## config.mk

```make
export PLATFORM = sky130hd
export DESIGN_NAME = pipe_ctrl
export DESIGN_NICKNAME = d
export VERILOG_FILES = /design/src/rtl/pipe_ctrl.sv
export SDC_FILE = /design/constraint.sdc
export NUM_CORES = 1
export LEC_CHECK = 0
export ABC_AREA = 0
export CORE_MARGIN = 5
export CORE_UTILIZATION = 33
export CTS_BUF_LIST = sky130_fd_sc_hd__clkbuf_4 sky130_fd_sc_hd__clkbuf_8
export CTS_CLUSTER_SIZE = 28
export DETAILED_ROUTE_END_ITERATION = 10
export GPL_TIMING_DRIVEN = 0
export PLACE_DENSITY_LB_ADDON = 0.12
export SKIP_CTS_REPAIR_TIMING = 1
export SLEW_MARGIN = 20
export SYNTH_ARGS = -nofsm -noshare
export SYNTH_HDL_FRONTEND = slang
export SYNTH_SLANG_ARGS = --single-unit
```

## constraint.sdc

```tcl
create_clock -name clk_100M -period 2.85 [get_ports clk_100M]
set_clock_uncertainty 0.1 [all_clocks]
set_input_delay 0.4275 -clock clk_100M [delete_from_list [all_inputs] [get_ports clk_100M]]
set_output_delay 0.4275 -clock clk_100M [all_outputs]
set_load 0.03 [all_outputs]
```

## src/rtl/pipe_ctrl.sv

```systemverilog
// Hazard and sequencing controller for a 5-stage pipeline: jump redirect/flush,
// load-use bubbles and data-RAM wait stalls with a sticky timeout flag.
module pipe_ctrl #(
  parameter int MEM_ADDR_W   = 32,
  parameter int REG_ADDR_W   = 5,
  parameter int FLUSH_CYCLES = 2,
  parameter int WAIT_TIMEOUT = 255
) (
  input  logic                  clk_100M,
  input  logic                  arst_n,
  input  logic                  jump_flag_i,
  input  logic [MEM_ADDR_W-1:0] jump_addr_i,
  input  logic [REG_ADDR_W-1:0] id_rs1_addr_i,
  input  logic                  id_rs1_ena_i,
  input  logic [REG_ADDR_W-1:0] id_rs2_addr_i,
  input  logic                  id_rs2_ena_i,
  input  logic                  ex_load_i,
  input  logic [REG_ADDR_W-1:0] ex_rd_addr_i,
  input  logic                  ram_busy_i,
  output logic                  pc_hold_o,
  output logic                  pc_jump_ena_o,
  output logic [MEM_ADDR_W-1:0] pc_jump_addr_o,
  output logic                  if_id_hold_o,
  output logic                  if_id_clear_o,
  output logic                  id_ex_hold_o,
  output logic                  id_ex_clear_o,
  output logic                  ex_mem_hold_o,
  output logic                  ex_mem_clear_o,
  output logic                  mem_wb_hold_o,
  output logic                  mem_wb_clear_o,
  output logic                  timeout_o
);

  localparam int FW = (FLUSH_CYCLES > 1) ? $clog2(FLUSH_CYCLES + 1) : 1;
  localparam logic [FW-1:0] FLUSH_LOAD  = FW'(FLUSH_CYCLES - 1);
  localparam logic [7:0]    TIMEOUT_CNT = 8'(WAIT_TIMEOUT);

  typedef enum logic [1:0] {
    S_IDLE  = 2'd0,
    S_FLUSH = 2'd1,
    S_WAIT  = 2'd2
  } state_t;

  state_t        state;
  state_t        state_next;
  logic [FW-1:0] flush_cnt;
  logic [FW-1:0] flush_cnt_next;
  logic [7:0]    wait_cnt;
  logic [7:0]    wait_cnt_next;
  logic [7:0]    wait_cnt_inc;
  logic          timeout_next;
  logic          load_use;

  assign wait_cnt_inc = (wait_cnt == 8'hFF) ? 8'hFF : (wait_cnt + 8'd1);

  assign load_use = ex_load_i && (ex_rd_addr_i != {REG_ADDR_W{1'b0}}) &&
                    ((id_rs1_ena_i && (id_rs1_addr_i == ex_rd_addr_i)) ||
                     (id_rs2_ena_i && (id_rs2_addr_i == ex_rd_addr_i)));

  // Control outputs and next state; priority is reset > busy > jump > load-use.
  always_comb begin
    pc_hold_o      = 1'b0;
    pc_jump_ena_o  = 1'b0;
    pc_jump_addr_o = {MEM_ADDR_W{1'b0}};
    if_id_hold_o   = 1'b0;
    if_id_clear_o  = 1'b0;
    id_ex_hold_o   = 1'b0;
    id_ex_clear_o  = 1'b0;
    ex_mem_hold_o  = 1'b0;
    ex_mem_clear_o = 1'b0;
    mem_wb_hold_o  = 1'b0;
    mem_wb_clear_o = 1'b0;
    state_next     = state;
    flush_cnt_next = flush_cnt;
    wait_cnt_next  = 8'd0;
    timeout_next   = timeout_o;

    if (!arst_n) begin
      if_id_clear_o  = 1'b1;
      id_ex_clear_o  = 1'b1;
      ex_mem_clear_o = 1'b1;
      mem_wb_clear_o = 1'b1;
      state_next     = S_IDLE;
      flush_cnt_next = {FW{1'b0}};
      timeout_next   = 1'b0;
    end else if (ram_busy_i) begin
      // Freeze everything upstream; bubble writeback so it is not repeated.
      pc_hold_o      = 1'b1;
      if_id_hold_o   = 1'b1;
      id_ex_hold_o   = 1'b1;
      ex_mem_hold_o  = 1'b1;
      mem_wb_clear_o = 1'b1;
      wait_cnt_next  = wait_cnt_inc;
      if (wait_cnt_inc >= TIMEOUT_CNT) begin
        timeout_next = 1'b1;
      end else begin
        timeout_next = timeout_o;
      end
      if (state == S_FLUSH) begin
        state_next = S_FLUSH;
      end else begin
        state_next = S_WAIT;
      end
    end else begin
      case (state)
        S_FLUSH: begin
          if_id_clear_o = 1'b1;
          if (flush_cnt <= FW'(1)) begin
            state_next     = S_IDLE;
            flush_cnt_next = {FW{1'b0}};
          end else begin
            flush_cnt_next = flush_cnt - FW'(1);
          end
        end
        default: begin
          state_next = S_IDLE;
          if (jump_flag_i) begin
            pc_jump_ena_o  = 1'b1;
            pc_jump_addr_o = jump_addr_i;
            if_id_clear_o  = 1'b1;
            id_ex_clear_o  = 1'b1;
            ex_mem_clear_o = 1'b1;
            if (FLUSH_CYCLES > 1) begin
              state_next     = S_FLUSH;
              flush_cnt_next = FLUSH_LOAD;
            end else begin
              state_next     = S_IDLE;
            end
          end else if (load_use) begin
            pc_hold_o     = 1'b1;
            if_id_hold_o  = 1'b1;
            id_ex_clear_o = 1'b1;
          end else begin
            pc_hold_o     = 1'b0;
          end
        end
      endcase
    end
  end

  // State, counters and sticky timeout, with synchronous active-low reset.
  always_ff @(posedge clk_100M) begin
    if (!arst_n) begin
      state     <= S_IDLE;
      flush_cnt <= {FW{1'b0}};
      wait_cnt  <= 8'd0;
      timeout_o <= 1'b0;
    end else begin
      state     <= state_next;
      flush_cnt <= flush_cnt_next;
      wait_cnt  <= wait_cnt_next;
      timeout_o <= timeout_next;
    end
  end

endmodule

```

* After elaboration in Yosys (flattened, before gate mapping)
Cells that the tools add are included.
Word-level totals: bits in registers 13, bits of input ports 54, output and inout bits 43
Operators by class: $add $sub $neg 2, order comparisons 2, equal/unequal tests 5, mux-type cells 33, bitwise operators 1, reductions and logical operators 10
Operator list (count):
- 32-bit two-way mux | 4
- 1-bit two-way mux | 21
- 2-bit two-way mux | 7
- 5-bit equality test | 2
- 8-bit by 1-bit adder with 8-bit output, second input constant | 1
- 8-bit equality test, second input constant | 1
- 8-bit >= comparator, second input constant | 1
- 8-bit two-way mux | 1
- 2-bit AND reduction | 3
- 5-bit nonzero test | 1
- 1-bit logical AND | 4
- 3-bit by 2-bit inequality test with 1-bit output, second input constant | 1
- 2-bit by 1-bit equality test with 1-bit output, second input constant | 1
- 2-bit by 1-bit less-or-equal comparator with 1-bit output, second input constant | 1
- 2-bit nonzero test | 1
- 2-bit by 1-bit subtractor with 2-bit output, second input constant | 1
- 1-bit logical OR | 1
- 1-bit inverter | 1

* Logic depth before layout (Yosys ltp)
word-level depth 9, gate-level depth with buffers 5, depth with buffers taken out 5

* Worst setup path before layout
OpenSTA, ideal clock, no wires.
path type input to output, from input arst_n, to output pc_hold_o, arrival 2236 ps, required time 2322 ps, setup slack 86 ps, cell stages on the path 4, cell sequence buf_2 o21ai_0 o31ai_1 buf_4
On the way: cells in the longest elaborated chain, start to end 1
RTL lines:
- from (decl) | line 10 | input logic arst_n,
- 1-bit two-way mux
- to (decl) | line 20 | output logic pc_hold_o,
No other way between the ends.

* Worst setup path after layout
from input ram_busy_i, to output pc_jump_addr_o[30]
On the way: cells in the longest elaborated chain, start to end 2
RTL lines:
- from (decl) | line 19 | input logic ram_busy_i,
- 32-bit two-way mux | line 86 | end else if (ram_busy_i) begin
- 32-bit two-way mux | line 78 | if (!arst_n) begin
- to (decl) | line 22 | output logic [MEM_ADDR_W-1:0] pc_jump_addr_o,
No other way between the ends.

==> flow_summary.ini <==
[yosys]
synthArstFlopShare_pct = 0
synth_most_common_cell = and2_1
synth_fp_nets = 181
synth.avg_cell_area_um2 = 7.944
synth_top_cell_area_share_pct = 26.00
yosysWarnings = 0
synthTopCellsByArea = dfxtp_1, and2_1, xor2_1, a21oi_1, nand2b_1
synthTopCellsByCount = and2_1, dfxtp_1, xor2_1
ys.flop_type = dfxtp_1
synth_area_leader_cell = dfxtp_1
synth_edf_count = 0
netlist_area_um2 = 1001
synth-seq-cells = 13
synth-seq-area-share_pct = 26.00
synth_cell_types = 41
syn-instance-count = 126

[setup_path]
start_kind = input port
r2r-end = wait_cnt[0]
worstSetupEndpointType = output pin
rrSetupSlack_ns = 1.26
required_ns = 2.32
r2r-start = wait_cnt[0]
crit_fanout = 8
ff2ff_path_depth = 5
arrival_ns = 2.22
worstSetupPathType = input port to output pin

[route]
routed-wl-met2_um = 2011
ant_nets = 0
vias = 1225
routed_via_density = 4.785
wl_met1_um = 1699
drt_iter0_drc = 32
wire_per_inst_um = 15.71
drc = 0
wl_met3_um = 254
dr.pass1.iters = 4
highest_layer = met4
wirelength_um = 4023

[finish]
layout-drive-gt1-share_pct = 9.865
nNetsFinal = 279
antenna_cells = 0
multi_input_area_um2 = 694.4
area.growth.synth_to_final_pct = 108.9
seq_area_um2 = 260.3
utilization_pct = 70.21
n_fill_cell = 238
final_cells = 256

[placed_design]
place_inst = 253
place.gp.congestion = 0.8091
portBuffers = 94
hpwl_um = 3507

[floorplan]
io_pins = 97
placementRows = 20
dieHeight_um = 65.08
start_util_pct = 33.61
core_area_um2 = 2978
die_w_um = 65.08
die_area_um2 = 4235

[hold_path]
hold-path-cell-count = 1
hp-start = flush_cnt[1]
holdCritPathClass = register to register
min_to = flush_cnt[1]

[timing]
period_minus_slack_ns = 2.751
fmax_ghz = 0.3635
hold_viol_final = 0
drv_slew = 0
period_share_pct = 96.53
grt_setup_unrepaired = false
setup_viol = 0
hold_ws_ns = 0.3676

[clock_network]
clk_latency_ns = 0.28
h-tree-depth = 1
clockBufferDepth = 2
root_buffer = clkbuf_4
cts.clk_slew.worst_paths_ns = 0.07
cts_tree = built
cts_sinks = 13
numCtsBuffers = 3

[global_routing]
grt_pass1_vias = 1187
grt_usage_pct = 18.36
grt_pass1_wl_um = 5996
gr-total-overflow = 0
antenna_found_initial = 0
grt_max_degree = 11

[pwr]
p_leak_nw = 1.318
p_per_area_nw_per_um2 = 250.2
vdd_drop_max_mv = 0.2664
finalPower_w = 0.0005231

[flow_run]
drv_cap = 0

[outcome]
outcome = completed
==> layout make-up <==
type	count	area share [%]
Clock buffer	4	1.436
Tap cell	33	1.975
Timing Repair Buffer	94	48.35
Multi-Input combinational cell	102	33.21
Buffer	7	2.035
Inverter	3	0.5386
Sequential cell	13	12.45
==> placed cells by master, fill, tap and decap left out, drive strengths merged, types with 3 or more instances in the layout <==
cell type | Yosys | routed
xor2 | 10 | 10
dlymetal6s2s | 0 | 31
nand2b | 4 | 4
and2 | 35 | 35
dfxtp | 13 | 13
clkdlybuf4s50 | 0 | 61
o21ai | 6 | 6
inv | 3 | 3
a21oi | 8 | 8
clkbuf | 3 | 7
nand2 | 5 | 5
nor2 | 5 | 5
buf | 5 | 6
==> per-stage QoR <==
stage / setup WS, ns / cell area [µm²] / TNS [ns]
after floorplan: 0.08634 / 1001 / 0
after global placement: -0.3854 / 1983 / -2.348
after detailed placement: -0.4249 / 1983 / -4.464
after CTS: -0.4283 / 2013 / -4.555
after global routing: 0.004606 / 2091 / 0
final: 0.09902 / 2091 / 0
==> cell families after synthesis <==
group | after synthesis | synth area share (%)
xor+xnor | 12 | 10.50
compound gates | 23 | 15.25
other cells | 1 | 0.3746
fa+ha+maj | 1 | 1.250
flops | 13 | 26.00
buf+inv | 11 | 5.749
simple gates | 65 | 40.88
==> registers in the layout, indices dropped and copies added, names as in the netlist <==
register / cells
timeout_o: 1
flush_cnt: 2
wait_cnt: 8
state: 2
==> power by group <==
group          switching [W]  total [W]  internal (W)
combinational      0.0000932   0.000211      0.000117
clock              0.0000602   0.000124     0.0000639
sequential        0.00000291   0.000188      0.000186
total               0.000156   0.000523      0.000367
==> how the worst max path moves through the flow <==
stage	startpoint	endpoint	cells after the start
5_1_grt	ram_busy_i	pc_jump_addr_o[30]	5
6_report	ram_busy_i	pc_jump_addr_o[30]	5
3_3_place_gp	ex_rd_addr_i[1]	pc_hold_o	7
4_1_cts	ex_rd_addr_i[1]	pc_hold_o	7
2_1_floorplan	arst_n	pc_hold_o	4
3_5_place_dp	ex_rd_addr_i[1]	pc_hold_o	7
==> layer usage <==
| layer | global-route usage (%) | vias to the layer above |
|---|---|---|
| met5 | 0 | - |
| li1 | - | 623 |
| met3 | 3.466 | 7 |
| met2 | 33.46 | 58 |
| met4 | 6.218 | 0 |
| met1 | 21.28 | 537 |
==> worst max-delay path, cell delays in order <==
cell and delay, ns:
clkdlybuf4s50_1 0.54, nor2_2 0.22, and3_4 0.23, and2_1 0.12, clkdlybuf4s50_1 0.68
No activity file was read; power rests on OpenSTA's default activity.
==> variant (config.mk and constraints unchanged) <==
Encoding of `state_t`: now one-hot (3 bits for 3 states).
--- a/src/rtl/pipe_ctrl.sv
+++ b/src/rtl/pipe_ctrl.sv
@@ -36,8 +36,8 @@
   localparam logic [7:0]    TIMEOUT_CNT = 8'(WAIT_TIMEOUT);
 
-  typedef enum logic [1:0] {
-    S_IDLE  = 2'd0,
-    S_FLUSH = 2'd1,
-    S_WAIT  = 2'd2
+  typedef enum logic [2:0] {
+    S_IDLE  = 3'b001,
+    S_FLUSH = 3'b010,
+    S_WAIT  = 3'b100
   } state_t;
 
Function: same outputs for any inputs over 10 cycles, from zero or initial values and one cycle with arst_n low; not proved beyond that.
==> variant against the original RTL <==
Utilization up 0.58 points; via count about the same; cell area up 1.7%; total power up 6.3%; sequential cell count up 1; setup slack better by 0.028 ns; routed wire length down 3.3%; cell count down 0.39%; register-to-register slack worse by 0.07 ns; area after synthesis up 1.4%; largest power group unchanged.
==> variant: results (changes against the original RTL) <==
* Inverter count at 3 (unchanged)
* Sequential cell area share at 13.2% (+0.74 points)
* Internal power at 0.395 mW (+7.8%)
* Status: finished clean
* ANT nets after route at 0 (unchanged)
* First-pass GRT wire length at 5660 um (-5.5%)
* Ranking of synthesized cells by area: dfxtp_1, and2_1, xor2_1
* Fraction of layout cells with a size suffix above 1 at 9.01% (-0.86 points)
* Clk pin slew, worst setup/hold paths at 0.08 ns
* Tightest Hold Check Type: input port to flip-flop
* ClkCell Share at 1.71% (+0.27 points)
* Ys async rst share at 0% (unchanged)
* Synth Area in Adders at 1.23% (-0.017 points)
* 1st-iter DRT viols at 44 (+38%)
* Footprint of the multi-input gates at 684 sq um (-1.4%)
* Buffering overhead at 50.4% (+0.052 points)
* Fin cells at 255 (-0.39%)
* WP data arrival at 2.20 ns (-0.02 ns)
* GRT Util Overall at 17.2% (-1.2 points)
* Pleak at 1.39 nW (+5.5%)
* Biggest regs: wait_cnt: 8 flops, state: 3 flops, flush_cnt: 2 flops
* Synth warn at 0 (unchanged)
* #MultiIn Comb at 100 (-2.0%)
* Post-synthesis sequential area ratio at 27.6% (+1.6 points)
* Root Driver: clkbuf_4
* CP max FO at 3 (-5)
* Ant diodes at 0 (unchanged)
* Dpl hpwl at 3210 um (-8.6%)
* Post-Synth XOR/XNOR Area at 12.1% (+1.6 points)
* Syn nets at 180 (-0.55%)
* Gp weighted congestion at 0.767 (-5.2%)
* Yosys cell types at 39 (-4.9%)
* Worst VDD drop at 0.287 mV (+7.8%)
* P per Cell Area at 262 nW/um^2 (+4.6%)
* # port buffers at 94 (unchanged)
* Multiplexer share of the synthesized area at 2.10% (+2.1 points)
* Cell total after placement at 252 (-0.40%)
* Placed Area at 2000 sq um (+0.69%)
* Area grow syn2layout at 109%
* Leading post-synthesis cells by instance count: and2_1, dfxtp_1, xor2_1, a21oi_1
* Initial antenna violation count at 0 (unchanged)
* Nets@finish at 278 (-0.36%)
* H-tree Lvls at 1 (unchanged)
* Routed vias at 1,224 (-0.082%)
* Comb pwr share at 37.2% (-3.1 points)
* Sink Count at 14 (+1)
* Pre-CTS WS at -0.343 ns (+0.0822 ns)
* Largest net degree at the start of global routing at 11 (unchanged)
* DRT Wirelength at 3890 um (-3.3%)
* Syn Inst Count at 125 (-0.79%)
* Sequential group share of total power at 36.8% (+0.8 points)
* Synth Area in Compound Gates at 13.4% (-1.8 points)
* # fillers at 252 (+5.9%)
[variant: final timing paths]
path              startpoint       endpoint  slack (ns)  depth (start not counted)
min reg2reg        timeout_o      timeout_o        0.37                          2
max          ex_rd_addr_i[1]  id_ex_clear_o        0.13                          6
min               ram_busy_i       state[1]        0.25                          2
max reg2reg      wait_cnt[0]      timeout_o        1.19                          4
[variant: layer usage]
layer | track usage [%] | vias up | share of wire, %
met2 | 33.4 | 20 | 62
met5 | 0 | - | 0
met3 | 4.62 | 6 | 2.3
met4 | 4.15 | 0 | 1.8
met1 | 18.1 | 580 | 34
li1 | - | 618 | -
[variant: stage by stage]
step                      power, mW  util (%)
after global placement        0.415      66.5
after global routing          0.585      70.8
final                         0.556      70.8
after floorplan               0.296         -
after CTS                     0.562      67.7
after detailed placement      0.418      66.5
[variant: critical path, stage by stage]
cell and delay [ns]:
clkdlybuf4s50_1 0.47, or4_1 0.54, o21ai_0 0.29, or3_1 0.16, o21bai_1 0.06, dlymetal6s2s_1 0.25
